[config.mk]
export PLATFORM = sky130hd
export DESIGN_NAME = pipe_hazard_ctrl
export DESIGN_NICKNAME = d
export VERILOG_FILES = /design/src/rtl/pipe_hazard_ctrl.sv
export SDC_FILE = /design/constraint.sdc
export NUM_CORES = 1
export LEC_CHECK = 0
export ABC_CLOCK_PERIOD_IN_PS = 3500
export CAP_MARGIN = 20
export CORE_ASPECT_RATIO = 0.7
export CORE_MARGIN = 1
export CORE_UTILIZATION = 47
export CTS_CLUSTER_DIAMETER = 50
export CTS_CLUSTER_SIZE = 30
export DETAILED_ROUTE_END_ITERATION = 8
export MAX_ROUTING_LAYER = met4
export PLACE_DENSITY_LB_ADDON = 0.15
export SYNTH_ARGS = -nofsm -noshare
export SYNTH_HDL_FRONTEND = slang
export SYNTH_SLANG_ARGS = --single-unit
[constraint.sdc]
create_clock -name clk -period 3.5 [get_ports clk]
set_clock_uncertainty 0.1 [all_clocks]
set_input_delay 0.7 -clock clk [delete_from_list [all_inputs] [get_ports clk]]
set_output_delay 0.7 -clock clk [all_outputs]
set_load 0.01 [all_outputs]
[src/rtl/pipe_hazard_ctrl.sv]
// Pipeline hazard scheduler: merges load-use, taken-branch, mul/div and data-memory
// wait conditions into prioritised per-stage write-enables and flushes, plus perf counters.
module pipe_hazard_ctrl #(
  parameter int MULDIV_CYCLES = 32,
  parameter int CNT_W         = 16
) (
  input  logic             clk,
  input  logic             rst,
  input  logic             mem_to_reg_id_ex,
  input  logic [4:0]       rt_id_ex,
  input  logic [4:0]       rs_if_id,
  input  logic [4:0]       rt_if_id,
  input  logic             use_rt_if_id,
  input  logic             branch_taken_ex,
  input  logic             muldiv_start_ex,
  input  logic             mem_req_mem,
  input  logic             dmem_ready,
  output logic             pc_write,
  output logic             if_id_write,
  output logic             id_ex_write,
  output logic             ex_mem_write,
  output logic             if_id_flush,
  output logic             id_ex_flush,
  output logic             ex_mem_flush,
  output logic             mem_wb_flush,
  output logic             muldiv_busy,
  output logic             muldiv_done,
  output logic [CNT_W-1:0] stall_cycles,
  output logic [CNT_W-1:0] flush_events
);

  localparam int CW = $clog2(MULDIV_CYCLES);

  typedef enum logic {RUN, MULDIV} state_e;

  state_e           state_q, state_d;
  logic [CW-1:0]    cnt_q, cnt_d;
  logic [CNT_W-1:0] stall_q, stall_d;
  logic [CNT_W-1:0] flush_q, flush_d;
  logic             freeze, load_use, flush_evt;

  assign freeze   = mem_req_mem & ~dmem_ready;
  assign load_use = mem_to_reg_id_ex & (rt_id_ex != 5'd0) &
                    ((rt_id_ex == rs_if_id) | (use_rt_if_id & (rt_id_ex == rt_if_id)));

  always_comb begin
    // NOTE: every signal gets a default first so no path through this block infers a latch.
    state_d      = state_q;
    cnt_d        = cnt_q;
    flush_evt    = 1'b0;
    pc_write     = 1'b1;
    if_id_write  = 1'b1;
    id_ex_write  = 1'b1;
    ex_mem_write = 1'b1;
    if_id_flush  = 1'b0;
    id_ex_flush  = 1'b0;
    ex_mem_flush = 1'b0;
    mem_wb_flush = 1'b0;
    muldiv_busy  = 1'b0;
    muldiv_done  = 1'b0;

    unique case (state_q)
      RUN: begin
        if (!freeze) begin
          if (muldiv_start_ex) begin
            {pc_write, if_id_write, id_ex_write} = 3'b000;
            ex_mem_flush = 1'b1;
            muldiv_busy  = 1'b1;
            cnt_d        = CW'(MULDIV_CYCLES - 1);
            state_d      = MULDIV;
          end else if (branch_taken_ex) begin
            if_id_flush = 1'b1;
            id_ex_flush = 1'b1;
            flush_evt   = 1'b1;
          end else if (load_use) begin
            pc_write    = 1'b0;
            if_id_write = 1'b0;
            id_ex_flush = 1'b1;
          end
        end
      end
      MULDIV: begin
        muldiv_busy = 1'b1;
        if (cnt_q != '0) begin
          {pc_write, if_id_write, id_ex_write} = 3'b000;
          ex_mem_flush = 1'b1;
          cnt_d        = cnt_q - 1'b1;
        end else if (!freeze) begin
          muldiv_busy = 1'b0;
          muldiv_done = 1'b1;
          state_d     = RUN;
        end
      end
      default: state_d = RUN;
    endcase

    // A data-memory wait overrides whatever the state logic chose for the stage controls.
    if (freeze) begin
      {pc_write, if_id_write, id_ex_write, ex_mem_write} = 4'b0000;
      {if_id_flush, id_ex_flush, ex_mem_flush}           = 3'b000;
      mem_wb_flush = 1'b1;
      muldiv_done  = 1'b0;
    end

    if (rst) begin
      {pc_write, if_id_write, id_ex_write, ex_mem_write}      = 4'b0000;
      {if_id_flush, id_ex_flush, ex_mem_flush, mem_wb_flush} = 4'b0000;
      muldiv_busy = 1'b0;
      muldiv_done = 1'b0;
    end

    stall_d = (!pc_write && stall_q != '1) ? stall_q + 1'b1 : stall_q;
    flush_d = (flush_evt && flush_q != '1) ? flush_q + 1'b1 : flush_q;
  end

  // NOTE: state registers use non-blocking assignments so all flops update from the same pre-edge values.
  always_ff @(posedge clk or posedge rst) begin
    if (rst) begin
      state_q <= RUN;
      cnt_q   <= '0;
      stall_q <= '0;
      flush_q <= '0;
    end else begin
      state_q <= state_d;
      cnt_q   <= cnt_d;
      stall_q <= stall_d;
      flush_q <= flush_d;
    end
  end

  assign stall_cycles = stall_q;
  assign flush_events = flush_q;

endmodule

## Word-level counts from Yosys, hierarchy flattened

Index checks and enable logic that the tools add are counted.

| storage, ports and cells | value |
|---|---|
| output and inout bits | 42 |
| register bits | 38 |
| bits of input ports | 23 |

| cells by class | value |
|---|---|
| mux-type cells | 44 |
| eq/ne operators | 7 |
| $add $sub $neg | 3 |
| bitwise logic cells | 7 |
| reductions and logical operators | 6 |

Operator list:

| operator | count |
|---|---|
| 1-bit two-way mux | 36 |
| 16-bit by 1-bit adder with 16-bit output, second input constant | 2 |
| 16-bit inequality test, second input constant | 2 |
| 5-bit two-way mux | 3 |
| 5-bit == test | 2 |
| 5-bit one-hot mux with 2 select lines | 1 |
| 5-bit nonzero test | 2 |
| 1-bit one-hot mux with 2 select lines | 4 |
| 5-bit by 1-bit subtractor with 5-bit output, second input constant | 1 |
| 1-bit AND | 4 |
| 2-bit inequality test, second input constant | 2 |
| 3-bit AND reduction | 1 |
| 1-bit logical AND | 2 |
| 2-bit by 1-bit inequality test with 1-bit output, second input constant | 1 |
| 1-bit NOT | 2 |
| 1-bit zero test | 1 |
| 1-bit bitwise OR | 1 |

## Longest topological paths before layout

Gate-level depths: netlist of the first run.

| logic depth | value |
|---|---|
| depth after elaboration | 12 |
| depth in mapped cells | 9 |
| mapped depth without buffers | 8 |

## Worst setup path after synthesis of the first run

No wires, ideal clock.

| timing path | value |
|---|---|
| kind | input -> output |
| start point | in rst |
| end point | out pc_write |
| arrival time | 2.567 ns |
| cell stages on the path | 7 |
| slack | 0.133 ns |
| path through | inv_1 -> nand2_1 -> inv_1 -> o21ai_2 -> a31oi_4 -> buf_6 -> buf_4 |

| on the way | value |
|---|---|
| longest elaborated chain between the ends | 1 |

Ends and longest elaborated chain:

| item | line | source |
|---|---|---|
| from (decl) | 8 | `input logic rst,` |
| 1-bit two-way mux | n/a |  |
| to (decl) | 18 | `output logic pc_write,` |

Every way passes these cells.

## Final worst setup path of the first run

| timing path | value |
|---|---|
| start point | in rt_id_ex[1] |
| end point | out if_id_write |

| on the way | value |
|---|---|
| longest elaborated chain between the ends | 10 |
| elaborated cells between the ends (all ways) | 13 |
| classes of those cells | eq/ne: 2; mux: 6; bitwise: 4; reduce/logical: 1 |

Ends and longest elaborated chain:

| item | line | source |
|---|---|---|
| from (decl) | 10 | `input logic [4:0] rt_id_ex,` |
| 5-bit == test | 44 | `((rt_id_ex == rs_if_id) \| (use_rt_if_id & (rt_id_ex == rt_if_id)));` |
| 1-bit AND | 44 |  |
| 1-bit bitwise OR | 44 |  |
| 1-bit AND (*) | 43 | `assign load_use = mem_to_reg_id_ex & (rt_id_ex != 5'd0) &` |
| 1-bit two-way mux (*) | 75 | `end else if (load_use) begin` |
| 1-bit two-way mux (*) | 71 | `end else if (branch_taken_ex) begin` |
| 1-bit two-way mux (*) | 65 | `if (muldiv_start_ex) begin` |
| 1-bit one-hot mux with 2 select lines (*) | 62 | `unique case (state_q)` |
| 1-bit two-way mux (*) | 98 | `if (freeze) begin` |
| 1-bit two-way mux (*) | 105 | `if (rst) begin` |
| to (decl) | 19 | `output logic if_id_write,` |

Mark *: on every way between the ends. The rest lies on a longest branch, timed or not.

==> results.ini, run 1 <==
[run_status]
status=completed

[power_and_ir_drop]
power.density_nw_per_um2=544
ir_worst_vdd_uv=449
power_switching_w=0.000527
sequentialPowerShare_pct=43.7
p_leak_nw=1.28
p_comb_share_pct=33.5
p_int_w=0.00108
swShare_pct=32.9
p_clk_share_pct=22.8

[flow_run]
maxCapViolations=0

[grt]
grt_max_degree=39
grt_pass1_wl_mm=7.69
antenna_found_initial=0
grt_overflow=0
gr-usage-all-layers_pct=22.4
grt_pass1_vias=1644

[synthesis]
synth_edf_count=0
syn_nets=231
yosysWarnings=0
ys.flop_type=dfrtp_1
synthDistinctLibCells=35
async_flop_share_pct=100
synth_area_um2=2090
syn-mean-instance-area_um2=10.2
ys_seq_area_share_pct=45.5
ys_ff_latch=38
syn_inst=204

[timing]
drv_slew=0
worst_slew_pin_slew_ns=0.472
max_freq_mhz=311
period_needed_ns=3.22
period_share_pct=92.0
timing.hold.ws_ns=0.384
finalHoldViolCount=0
tns_ns=0
relSlewSlack_pct=68.4
setup_viol=0
setup_ws_ns=0.281
rsz0062_at_grt=false

[die]
initial_core_util_pct=51.1
die_area_um2=4720
fp.dieH_um=57.8
row_count=19
pin_count=65
core_um2=4090
die_x_um=81.7

[placement]
routabilityCongestion=0.796
io_buffer_count=64
hpwl_mm=3.48
place_ws_ns=-0.00129

[routing]
wl_mm=4.68
drtIter0Drc=107
drc_errors=0
firstDrtPassIters=6
vias=1728
vias_per_cell=5.19
wl_per_cell_um=14.1
postRouteAntennaNets=0

[setup_path]
crit_path_start=rt_id_ex[1]
cp_num_buf_inv=2
slowest_delay_ns=0.54
crit_arrival_ns=2.42
worst-r2r-setup-slack_ns=1.20
crit_chain=clkdlybuf4s50_1 > or4_1 > o21a_1 > a31oi_4 > dlygate4sd2_1
cp.depth=5
regToRegStartpoint=cnt_q[0]$_DFFE_PP0P_
crit_required_ns=2.70
endpoint=if_id_write
path_class=in2out
rr_endpoint=stall_cycles[14]$_DFFE_PP0P_
cp-end-kind=output pin
r2r_cells=9
critPathTopFamily=buffers and inverters
path_max_fanout=4
worst_setup_path_start_kind=input port
cp_slowest_cell=or4_1

[cells_and_area]
area.growth.synth_to_final_pct=40.9
fin_nets=307
final_layout_size_suffix_gt1_share_pct=12.5
insertedDiodeCount=0

[clock_network]
cts.sinks=38
clk_latency_ns=0.29
cts.path.max_buffers=2
cts_setup_buffers=0
cts_tree=yes
cts_made_buffers=5
h-tree-depth=2
cts-root-buf=clkbuf_8
path_clk_slew_ns=0.08

[min_path]
min_path_type=reg2reg

## worst min-delay path by stage
stage / startpoint / to / cells past startpoint
after floorplan: cnt_q[0]$_DFFE_PP0P_ / cnt_q[0]$_DFFE_PP0P_ / 1
after global placement: stall_cycles[8]$_DFFE_PP0P_ / stall_cycles[8]$_DFFE_PP0P_ / 1
after detailed placement: stall_cycles[7]$_DFFE_PP0P_ / stall_cycles[7]$_DFFE_PP0P_ / 1
after CTS: stall_cycles[7]$_DFFE_PP0P_ / stall_cycles[7]$_DFFE_PP0P_ / 1
after global routing: stall_cycles[7]$_DFFE_PP0P_ / stall_cycles[7]$_DFFE_PP0P_ / 1
final: stall_cycles[7]$_DFFE_PP0P_ / stall_cycles[7]$_DFFE_PP0P_ / 1
## through the flow
step	instances	area, um^2	util [%]	total power (W)
after floorplan	204	2090	-	0.000969
after global placement	325	2830	69.2	0.00123
after detailed placement	325	2830	69.2	0.00125
after CTS	333	2940	71.9	0.00161
after global routing	333	2940	72.0	0.00170
final	333	2940	72.0	0.00160
## layer usage
layer / vias up / global-route usage, % / routed length [um]
met2: 58 / 31.5 / 1960
met4: 0 / 6.52 / 106
met5: - / - / 0
li1: 858 / - / -
met1: 799 / 32.2 / 2360
met3: 13 / 5.04 / 255
## sequential cells by signal, summed over array words and instances (netlist names)
| name | flops |
|---|---|
| flush_events | 16 |
| stall_cycles | 16 |
| cnt_q | 5 |
| state_q | 1 |
## what timing repair did
item,in CTS,in global routing
gates cloned,0,0
hold buffers,0,0
resized for setup,3,1
pin swaps,0,0
endpoints found under the setup margin,3,1
## worst register-to-register path: cells and delay by family, from the launching register on
family	cells	cell delay, ns
AOI/OAI and AO/OA	1	0.13
xor gates and xnor gates	1	0.19
adders and majority gates	1	0.18
buffers and inverters	2	0.28
DFF	1	0.39
and+or+nand+nor	4	0.96
## final cells by class
| cell class | instances | area, um^2 |
|---|---|---|
| Clock buffer | 5 | 68.8 |
| Inverter | 8 | 30.0 |
| Fill cell | 308 | 1140 |
| Multi-Input combinational cell | 155 | 1090 |
| Clock inverter | 3 | 40.0 |
| Sequential cell | 38 | 951 |
| Tap cell | 52 | 65.1 |
| Timing Repair Buffer | 72 | 701 |
## placed cells by master (no fill, tap or decap), types with 2 or more instances in the layout
cell type / count
nor4b_1: 3
nor3b_2: 2
a21oi_1: 8
clkinv_2: 2
inv_1: 8
clkdlybuf4s50_1: 61
dfrtp_1: 38
nor4_2: 3
buf_4: 8
o21ai_0: 2
and2_1: 4
nor3_1: 6
xor2_1: 21
ha_1: 4
xnor2_1: 19
nor2_1: 16
nor2_2: 3
nand2_1: 15
nand4_1: 10
dlygate4sd2_1: 2
and3_1: 4
nand3_1: 13
nor4_1: 4
clkbuf_8: 5
nor3_2: 5
## cells in the mapped netlist, types with 5 or more instances
library cell,n,area [um^2]
nor3_2,5,50.1
xnor2_1,19,166
nor2_1,16,60.1
nor3_1,6,30.0
nand3_1,13,65.1
inv_1,8,30.0
a21oi_1,8,40.0
xor2_1,21,184
nor4_1,5,31.3
nand4_1,10,62.6
dfrtp_1,38,951
nand2_1,15,56.3
## cells by family after synthesis
logic type | after synthesis | synth area share [%]
buffers and inverters | 11 | 2.69
adder cells (fa/ha/maj) | 4 | 2.40
XOR/XNOR | 40 | 16.8
multiplexers | 3 | 1.74
AND/OR/NAND/NOR | 93 | 25.7
flip-flops | 38 | 45.5
AO/OA/AOI/OAI | 15 | 5.21
## power by group through the flow
| stage | logic, W | registers [W] | clock network (W) |
|---|---|---|---|
| floorplan | 0.000255 | 0.000713 | 0 |
| CTS | 0.000543 | 0.000698 | 0.000373 |
| detailed placement | 0.000542 | 0.000704 | 0 |
| global placement | 0.000531 | 0.000701 | 0 |
| finish | 0.000536 | 0.000700 | 0.000366 |
| global route | 0.000597 | 0.000715 | 0.000392 |
No activity file was read; power rests on OpenSTA's default activity.
==> inputs of run 2 (changes only) <==
- ABC_CLOCK_PERIOD_IN_PS: 3500 -> 2800
- CORE_ASPECT_RATIO: 0.7 -> 0.8
- CORE_UTILIZATION: 47 -> 42
- clock period: 3.5 -> 2.8 ns (I/O delays scaled with it)
==> run 2 against run 1 <==
Clock-buffer cell count grew 1. Critical path depth grew 2. Register-to-register slack lost 0.72 ns. First-iteration DRC count shrank 24%. Die area grew 11%. Hold slack gained 0.0087 ns. Utilization shrank 7.1 points. Sequential cell count is the same. Global-route usage shrank 1.6 points. Combinational power grew 37%. Final area grew 3.2%.
==> results.ini, run 2 (synthesis gave the netlist of run 1 again) <==
[run_status]
status=completed  ; unchanged

[grt]
grt_pass1_wl_mm=7.85  ; was 7.69 mm
grt_max_degree=39  ; unchanged
gr-usage-all-layers_pct=20.8  ; was 22.4%
grt_pass1_vias=1719  ; was 1644
antenna_found_initial=0  ; unchanged
grt_overflow=0  ; unchanged

[clock_network]
cts.sinks=38  ; unchanged
cts_made_buffers=5  ; unchanged
cts-root-buf=clkbuf_8  ; unchanged
cts_tree=yes  ; unchanged
path_clk_slew_ns=0.07  ; was 0.08 ns
cts.path.max_buffers=2  ; unchanged
clk_latency_ns=0.30  ; was 0.29 ns
h-tree-depth=2  ; unchanged
hold_buffers=0  ; unchanged

[placement]
io_buffer_count=64  ; unchanged
hpwl_mm=3.54  ; was 3.48 mm
routabilityCongestion=0.739  ; was 0.796

[setup_path]
crit_arrival_ns=2.01  ; was 2.42 ns
cp-end-kind=output pin  ; unchanged
path_class=in2out  ; unchanged
worst_setup_path_start_kind=input port  ; unchanged
crit_required_ns=2.14  ; was 2.70 ns
path_max_fanout=2  ; was 4

[cells_and_area]
final_layout_size_suffix_gt1_share_pct=18.4  ; was 12.5%
final_common_cell=clkdlybuf4s50_1  ; unchanged
area.growth.synth_to_final_pct=45.4  ; was 40.9%
layout_common_cells=52 x clkdlybuf4s50_1, 38 x dfrtp_1, 21 x xor2_1  ; was 61 x clkdlybuf4s50_1, 38 x dfrtp_1, 21 x xor2_1
insertedDiodeCount=0  ; unchanged
fin_nets=319  ; was 307

[power_and_ir_drop]
ir_worst_vdd_uv=441  ; was 449 uV
p_leak_nw=1.37  ; was 1.28 nW
finalPower_w=0.00200  ; was 0.00160 W
power.density_nw_per_um2=657  ; was 544 nW/um^2

[routing]
drtIter0Drc=81  ; was 107
drc_errors=0  ; unchanged
firstDrtPassIters=4  ; was 6
postRouteAntennaNets=0  ; unchanged
wl_mm=4.72  ; was 4.68 mm
vias=1771  ; was 1728
wl_per_cell_um=13.4  ; was 14.1 um
vias_per_cell=5.02  ; was 5.19

[timing]
tns_ns=0  ; unchanged
worst_slew_pin_slew_ns=0.509  ; was 0.472 ns
rsz0062_at_grt=false  ; unchanged
finalHoldViolCount=0  ; unchanged
relSlewSlack_pct=65.9  ; was 68.4%
period_share_pct=95.4
setup_viol=0  ; unchanged
max_freq_mhz=374
drv_slew=0  ; unchanged
period_needed_ns=2.67

[die]
row_count=22  ; was 19
pin_count=65  ; unchanged
fp.dieH_um=65.1  ; was 57.8 um
core_um2=4680  ; was 4090 um^2
die_area_um2=5260  ; was 4720 um^2
die_x_um=80.9  ; was 81.7 um
initial_core_util_pct=44.7  ; was 51.1%

[min_path]
min_path_type=reg2reg  ; unchanged

[flow_run]
maxCapViolations=0  ; unchanged

## run 2: changes by cell type in the layout (fill, tap and decap cells not counted), sizes merged, moves of 2 or more
cell | before | now
clkinvlp | 0 | 2
dlymetal6s2s | 1 | 3
clkdlybuf4s50 | 61 | 52
clkbuf | 5 | 8
buf | 8 | 21
dlygate4sd2 | 2 | 6
## run 2: worst paths after layout
check / startpoint / to / slack [ns] / cells after the start
worst max-delay path: rs_if_id[1] / id_ex_flush / 0.13 / 7
worst max register to register: cnt_q[1]$_DFFE_PP0P_ / stall_cycles[9]$_DFFE_PP0P_ / 0.48 / 11
worst min register to register: stall_cycles[14]$_DFFE_PP0P_ / stall_cycles[14]$_DFFE_PP0P_ / 0.39 / 1
max in group asynchronous: rst / flush_events[12]$_DFFE_PP0P_ / 1.49 / 4
worst min-delay path: stall_cycles[14]$_DFFE_PP0P_ / stall_cycles[14]$_DFFE_PP0P_ / 0.39 / 1
min in group asynchronous: rst / cnt_q[3]$_DFFE_PP0P_ / 0.78 / 4
## run 2: layer usage
metal | wire length, um | GRT usage, % | vias to the layer above
li1 | - | - | 890
met1 | 2210 | 25.2 | 835
met2 | 2150 | 32.1 | 40
met3 | 299 | 7.04 | 6
met4 | 55 | 7.14 | 0
met5 | 0 | - | -
## run 2: final cells by class
cell class,count,area (um^2)
tap,60,75.1
fill,394,1640
clock buffer,6,82.6
inverter,8,33.8
sequential,38,951
timing repair buffer,84,776
multi-input combinational,155,1110
clock inverter,2,12.5
## run 2: report_power, final
part | internal [W] | leakage [nW] | switching [W]
Sequential | 0.000692 | 0.450 | 0.000174
Clock | 0.000198 | 0.0472 | 0.000201
Combinational | 0.000421 | 0.872 | 0.000311
## run 2: critical path, stage by stage
cell	delay, ns
clkdlybuf4s50_1	0.51
xnor2_1	0.13
nand3_1	0.11
o22ai_2	0.25
a21oi_2	0.09
nor4_1	0.17
clkbuf_2	0.18
## run 2: repair_timing
action / CTS / global route
setup buffers: 1 / 1
hold endpoints to repair: 0 / 0
resized for setup: 20 / 6
pin swaps: 3 / 1
setup endpoints to repair: 8 / 5
## run 2: per-stage QoR
stage	util [%]	instance area (um^2)	std cells	setup WS (ns)	hold slack, ns
3_5_place_dp	62.4	2920	343	-0.476	0.383
2_1_floorplan	-	2090	204	0.152	0.363
4_1_cts	64.8	3030	352	0.000393	0.395
5_1_grt	64.9	3040	353	0.0577	0.416
6_report	64.9	3040	353	0.130	0.392
3_3_place_gp	62.4	2920	343	-0.465	0.377
==> inputs of run 3 (changes only) <==
- REMOVE_ABC_BUFFERS: default -> 1
==> run 3 against run 2 <==
Sequential share of layout area down 0.13 points. Maximum frequency down 2.6%. Register-to-register slack about the same. Sequential power up 1%.
==> results.ini, run 3 (synthesis gave the netlist of run 1 again) <==
[min_path]
hold-path-endpoint=stall_cycles[8]$_DFFE_PP0P_  ; was stall_cycles[14]$_DFFE_PP0P_
min_path_cells=1  ; unchanged
min_path_type=reg2reg  ; unchanged
hold_start=stall_cycles[8]$_DFFE_PP0P_  ; was stall_cycles[14]$_DFFE_PP0P_

[flow_run]
maxCapViolations=0  ; unchanged

[timing]
period_needed_ns=2.74  ; was 2.67 ns
worst_slew_pin_slew_ns=0.486  ; was 0.509 ns
period_share_pct=97.9  ; was 95.4%
tns_ns=0  ; unchanged
setup_viol=0  ; unchanged
relSlewSlack_pct=67.5  ; was 65.9%
finalHoldViolCount=0  ; unchanged
max_freq_mhz=365  ; was 374 MHz
drv_slew=0  ; unchanged

[cells_and_area]
seqCellArea_um2=951  ; unchanged
insertedDiodeCount=0  ; unchanged
area.growth.synth_to_final_pct=46.0  ; was 45.4%
layout_common_cells=58 x clkdlybuf4s50_1, 38 x dfrtp_1, 21 x xor2_1  ; was 52 x clkdlybuf4s50_1, 38 x dfrtp_1, 21 x xor2_1
fin_nets=316  ; was 319
multi_input_area_um2=1100  ; was 1110 um^2
nFillCells=391  ; was 394
final_common_cell=clkdlybuf4s50_1  ; unchanged
final_layout_size_suffix_gt1_share_pct=16.9  ; was 18.4%
fin_area_um2=3050  ; was 3040 um^2

[routing]
wl_mm=4.84  ; was 4.72 mm
vias=1776  ; was 1771
drc_errors=0  ; unchanged
vias_per_cell=5.07  ; was 5.02
wl_per_cell_um=13.8  ; was 13.4 um
postRouteAntennaNets=0  ; unchanged
drtIter0Drc=81  ; unchanged
firstDrtPassIters=4  ; unchanged

[die]
die_x_um=80.9  ; unchanged
pin_count=65  ; unchanged
initial_core_util_pct=44.7  ; unchanged
die_area_um2=5260  ; unchanged
core_um2=4680  ; unchanged
row_count=22  ; unchanged
fp.dieH_um=65.1  ; unchanged

[clock_network]
path_clk_slew_ns=0.07  ; about the same
cts-root-buf=clkbuf_8  ; unchanged
h-tree-depth=2  ; unchanged
cts_made_buffers=5  ; unchanged
cts.sinks=38  ; unchanged
cts.path.max_buffers=2  ; unchanged
clk_latency_ns=0.29  ; was 0.30 ns
cts_tree=yes  ; unchanged

[grt]
grt_pass1_wl_mm=8.09  ; was 7.85 mm
antenna_found_initial=0  ; unchanged
grt_pass1_vias=1765  ; was 1719
gr-usage-all-layers_pct=20.8  ; about the same
grt_overflow=0  ; unchanged
grt_max_degree=39  ; unchanged

[setup_path]
worst-r2r-setup-slack_ns=0.47  ; was 0.48 ns
path_class=in2out  ; unchanged
rr_endpoint=stall_cycles[9]$_DFFE_PP0P_  ; unchanged
r2r_cells=10  ; was 11
slowest_delay_ns=0.52  ; was 0.51 ns
cp-end-kind=output pin  ; unchanged
critPathTopFamily=simple AND/OR/NAND/NOR gates  ; was buffers and inverters
crit_chain=clkdlybuf4s50_1 > or4_1 > o21a_1 > a21oi_2 > nor4_1 > buf_2  ; was clkdlybuf4s50_1 > xnor2_1 > nand3_1 > o22ai_2 > a21oi_2 > nor4_1 > clkbuf_2
path_max_fanout=2  ; unchanged
crit_required_ns=2.14  ; about the same
cp_slowest_cell=or4_1  ; was clkdlybuf4s50_1
regToRegStartpoint=cnt_q[1]$_DFFE_PP0P_  ; unchanged
cp_num_buf_inv=2  ; unchanged
crit_arrival_ns=2.08  ; was 2.01 ns
worst_setup_path_start_kind=input port  ; unchanged

[power_and_ir_drop]
finalPower_w=0.00215  ; was 0.00200 W
ir_worst_vdd_uv=327  ; was 441 uV
power.density_nw_per_um2=704  ; was 657 nW/um^2
p_leak_nw=1.35  ; was 1.37 nW

[placement]
io_buffer_count=64  ; unchanged
hpwl_mm=3.62  ; was 3.54 mm
place_area_um2=2890  ; was 2920 um^2
routabilityCongestion=0.847  ; was 0.739

[run_status]
status=completed  ; unchanged

-- run 3: worst max-delay path by stage --
stage | cells after the start | to | from | slack [ns]
2_1_floorplan | 7 | stall_cycles[1]$_DFFE_PP0P_ | rst | -0.23
3_3_place_gp | 5 | if_id_write | rt_id_ex[1] | -0.36
3_5_place_dp | 5 | if_id_write | rt_id_ex[1] | -0.36
4_1_cts | 7 | muldiv_done | dmem_ready | 0.02
5_1_grt | 8 | id_ex_flush | rt_id_ex[1] | -0.04
6_report | 6 | id_ex_flush | rt_id_ex[1] | 0.06
-- run 3: layout make-up --
cell class / count / share of cell area (%)
Sequential cell: 38 / 31.2
Tap cell: 60 / 2.46
Clock buffer: 5 / 2.26
Clock inverter: 3 / 2.26
Timing Repair Buffer: 81 / 24.7
Multi-Input combinational cell: 155 / 36.2
Inverter: 8 / 0.984
-- run 3: through the flow --
stage | setup WS, ns | util (%) | instances | hold slack, ns
floorplan | -0.231 | - | 201 | 0.363
global placement | -0.364 | 61.8 | 340 | 0.390
detailed placement | -0.365 | 61.8 | 340 | 0.384
CTS | 0.0196 | 64.6 | 348 | 0.396
global route | -0.0425 | 65.2 | 350 | 0.414
finish | 0.0576 | 65.2 | 350 | 0.390
-- run 3: where the power goes --
group	internal, W	switching [W]
Clock	0.000357	0.000207
Sequential	0.000692	0.000183
Combinational	0.000412	0.000295
-- run 3: per-layer routing --
layer,vias to the layer above,track usage [%],wire [um]
li1,877,-,-
met1,858,28.4,2290
met2,32,30.7,2270
met3,9,5.21,203
met4,0,6.03,66
met5,-,-,0
-- run 3: what timing repair did --
action | 4_1_cts | 5_1_grt
gates resized for setup | 19 | 2
hold endpoints to repair | 0 | 0
setup endpoints to repair | 7 | 3
setup buffers | 0 | 2
hold buffers | 0 | 0
cloned | 0 | 0
pin swaps | 2 | 3
==> RTL edit (config.mk and constraints of run 3) <==
The parameter `MULDIV_CYCLES` goes from 32 to 64.
--- a/src/rtl/pipe_hazard_ctrl.sv
+++ b/src/rtl/pipe_hazard_ctrl.sv
@@ -1,7 +1,7 @@
 // Pipeline hazard scheduler: merges load-use, taken-branch, mul/div and data-memory
 // wait conditions into prioritised per-stage write-enables and flushes, plus perf counters.
 module pipe_hazard_ctrl #(
-  parameter int MULDIV_CYCLES = 32,
+  parameter int MULDIV_CYCLES = 64,
   parameter int CNT_W         = 16
 ) (
   input  logic             clk,
Formal check against the unedited RTL: same outputs for any inputs over 10 cycles, from zero or initial values and one cycle with rst high; that may be too few to reach the edited logic, so the function may still have changed.
==> RTL edit against run 3 <==
  * Worst setup slack improved by 4.4 ps
  * Clock power fell by 3%
  * Die area is 1.5% higher
  * Global-route usage is 0.57 points lower
  * Sequential cell count grew 1
  * Via count increased by 4.6%
  * Worst hold slack better by 4.5 ps
  * Total power fell by 5.7%
  * Synthesized area is 1.6% higher
  * Critical path depth up 2
  * First-iteration DRC count up 15%
  * Final cell count up 4.3%
  * Routed wire length grew 1.3%
  * Final area rose by 2.8%
  * Critical path type unchanged
==> RTL edit: results (changes against run 3) <==
yosys:
  async_flop_share_pct: 100  # unchanged
  synth-seq-area-share_pct: 46.0  # was 45.5%
  synth_area_per_cell_um2: 9.92  # was 10.2 um^2
  ys_top_cells_by_area: "dfrtp_1 46%, xor2_1 8.7%, xnor2_1 7.0%"  # was dfrtp_1 46%, xor2_1 8.8%, xnor2_1 8.0%
  ys_types: 37  # was 35
  synth_common_cells: "39 x dfrtp_1, 24 x nor2_1, 21 x xor2_1"  # was 38 x dfrtp_1, 21 x xor2_1, 19 x xnor2_1
global_routing:
  grt_antenna_before_repair: 0  # unchanged
  use_met2_pct: 29.7  # was 30.7%
  grt_max_degree: 40  # was 39
  grt_use_met3_pct: 5.97  # was 5.21%
  grt_pass1_vias: 1725  # was 1765
  grt_usage_pct: 20.3  # was 20.8%
  grt_pass1_wl_mm: 8.00  # was 8.09 mm
layout:
  fillers: 387  # was 391
  finalNetCount: 331  # was 316
  drive_gt1_share_pct: 15.7  # was 16.9%
worst_setup_path:
  reg2reg_slack_ps: 380  # was 470 ps
  critPathMaxFanout: 3  # was 2
placement:
  dp_cells: 356  # was 340
  globalplace.congestion: 0.796  # was 0.847
  hpwl_mm: 3.65  # was 3.62 mm
detailed_routing:
  dr.first_iter.drc_count: 93  # was 81
  via_per_inst: 5.09  # was 5.07
  post_drt_wl_per_cell_um: 13.4  # was 13.8 um
power:
  ir_drop_v: 0.000514  # was 0.000327 V
  p_leak_nw: 1.44  # was 1.35 nW
  power.switching_uw: 622  # was 686 uW
timing:
  whs_ps: 395  # was 390 ps
  relSlewSlack_pct: 65.0  # was 67.5%
status:
  status: "complete, no violations"  # unchanged
[RTL edit: cell count changes in the layout (fill, tap and decap cells not counted), sizes merged, moves of 3 or more]
| cell | run 3 | this run |
|---|---|---|
| and3 | 4 | 7 |
| buf | 20 | 25 |
| clkdlybuf4s50 | 58 | 47 |
| dlygate4sd2 | 2 | 9 |
| dlymetal6s2s | 1 | 5 |
| nand2 | 15 | 20 |
| nor2 | 19 | 24 |
[RTL edit: area by class of cell]
class / count / share of cell area, %
repair buffers: 86 / 25.5
clock buffers: 6 / 2.31
flip-flops and latches: 39 / 31.1
clock inverters: 2 / 1.92
multi-input cells: 165 / 36.0
well taps: 60 / 2.39
inverters: 7 / 0.838
[RTL edit: kinds of logic after synthesis]
family | Yosys count | synth area share (%)
simple gates | 100 | 25.5
flops | 39 | 46.0
xor+xnor | 38 | 15.7
compound gates | 21 | 7.49
buf+inv | 10 | 1.95
fa+ha+maj | 4 | 2.36
mux | 2 | 1.06
[RTL edit: power groups by stage]
stage,logic [mW],clock network [mW],registers (mW)
2_1_floorplan,0.282,0,0.866
3_3_place_gp,0.635,0,0.838
3_5_place_dp,0.648,0,0.840
4_1_cts,0.650,0.560,0.830
5_1_grt,0.705,0.586,0.852
6_report,0.648,0.547,0.829
[RTL edit: metal layers]
metal | wire length, um | vias up
li1 | - | 930
met1 | 2370 | 869
met2 | 2080 | 53
met3 | 397 | 6
met4 | 53 | 0
met5 | 0 | -
[RTL edit: critical path, stage by stage]
cell and delay (ps):
clkdlybuf4s50_1 540, xor2_1 190, nor3_2 70, a32oi_2 190, buf_4 150, nor2_2 30, o211a_1 210, buf_2 140
[RTL edit: through the flow]
stage | total power, mW | worst slack (ps) | utilization (%)
floorplan | 1.15 | 462 | -
global placement | 1.47 | -423 | 63.3
detailed placement | 1.49 | -466 | 63.3
CTS | 2.04 | 5.21 | 66.1
global route | 2.14 | 7.40 | 66.6
finish | 2.02 | 62.0 | 66.6
[RTL edit: repair_timing]
action	CTS	global route
resized for setup	25	8
setup endpoints to repair	7	6
setup buffers	2	0
hold endpoints to repair	0	0
pin swaps	6	3
[RTL edit: final timing paths]
check,endpoint,cells past startpoint,from
setup / recovery,id_ex_flush,8,rt_id_ex[0]
hold / removal,flush_events[11],1,flush_events[11]
setup reg to reg,stall_cycles[1],8,cnt_q[0]
hold reg to reg,flush_events[11],1,flush_events[11]
max in group asynchronous,flush_events[3],4,rst
min in group asynchronous,state_q,4,rst
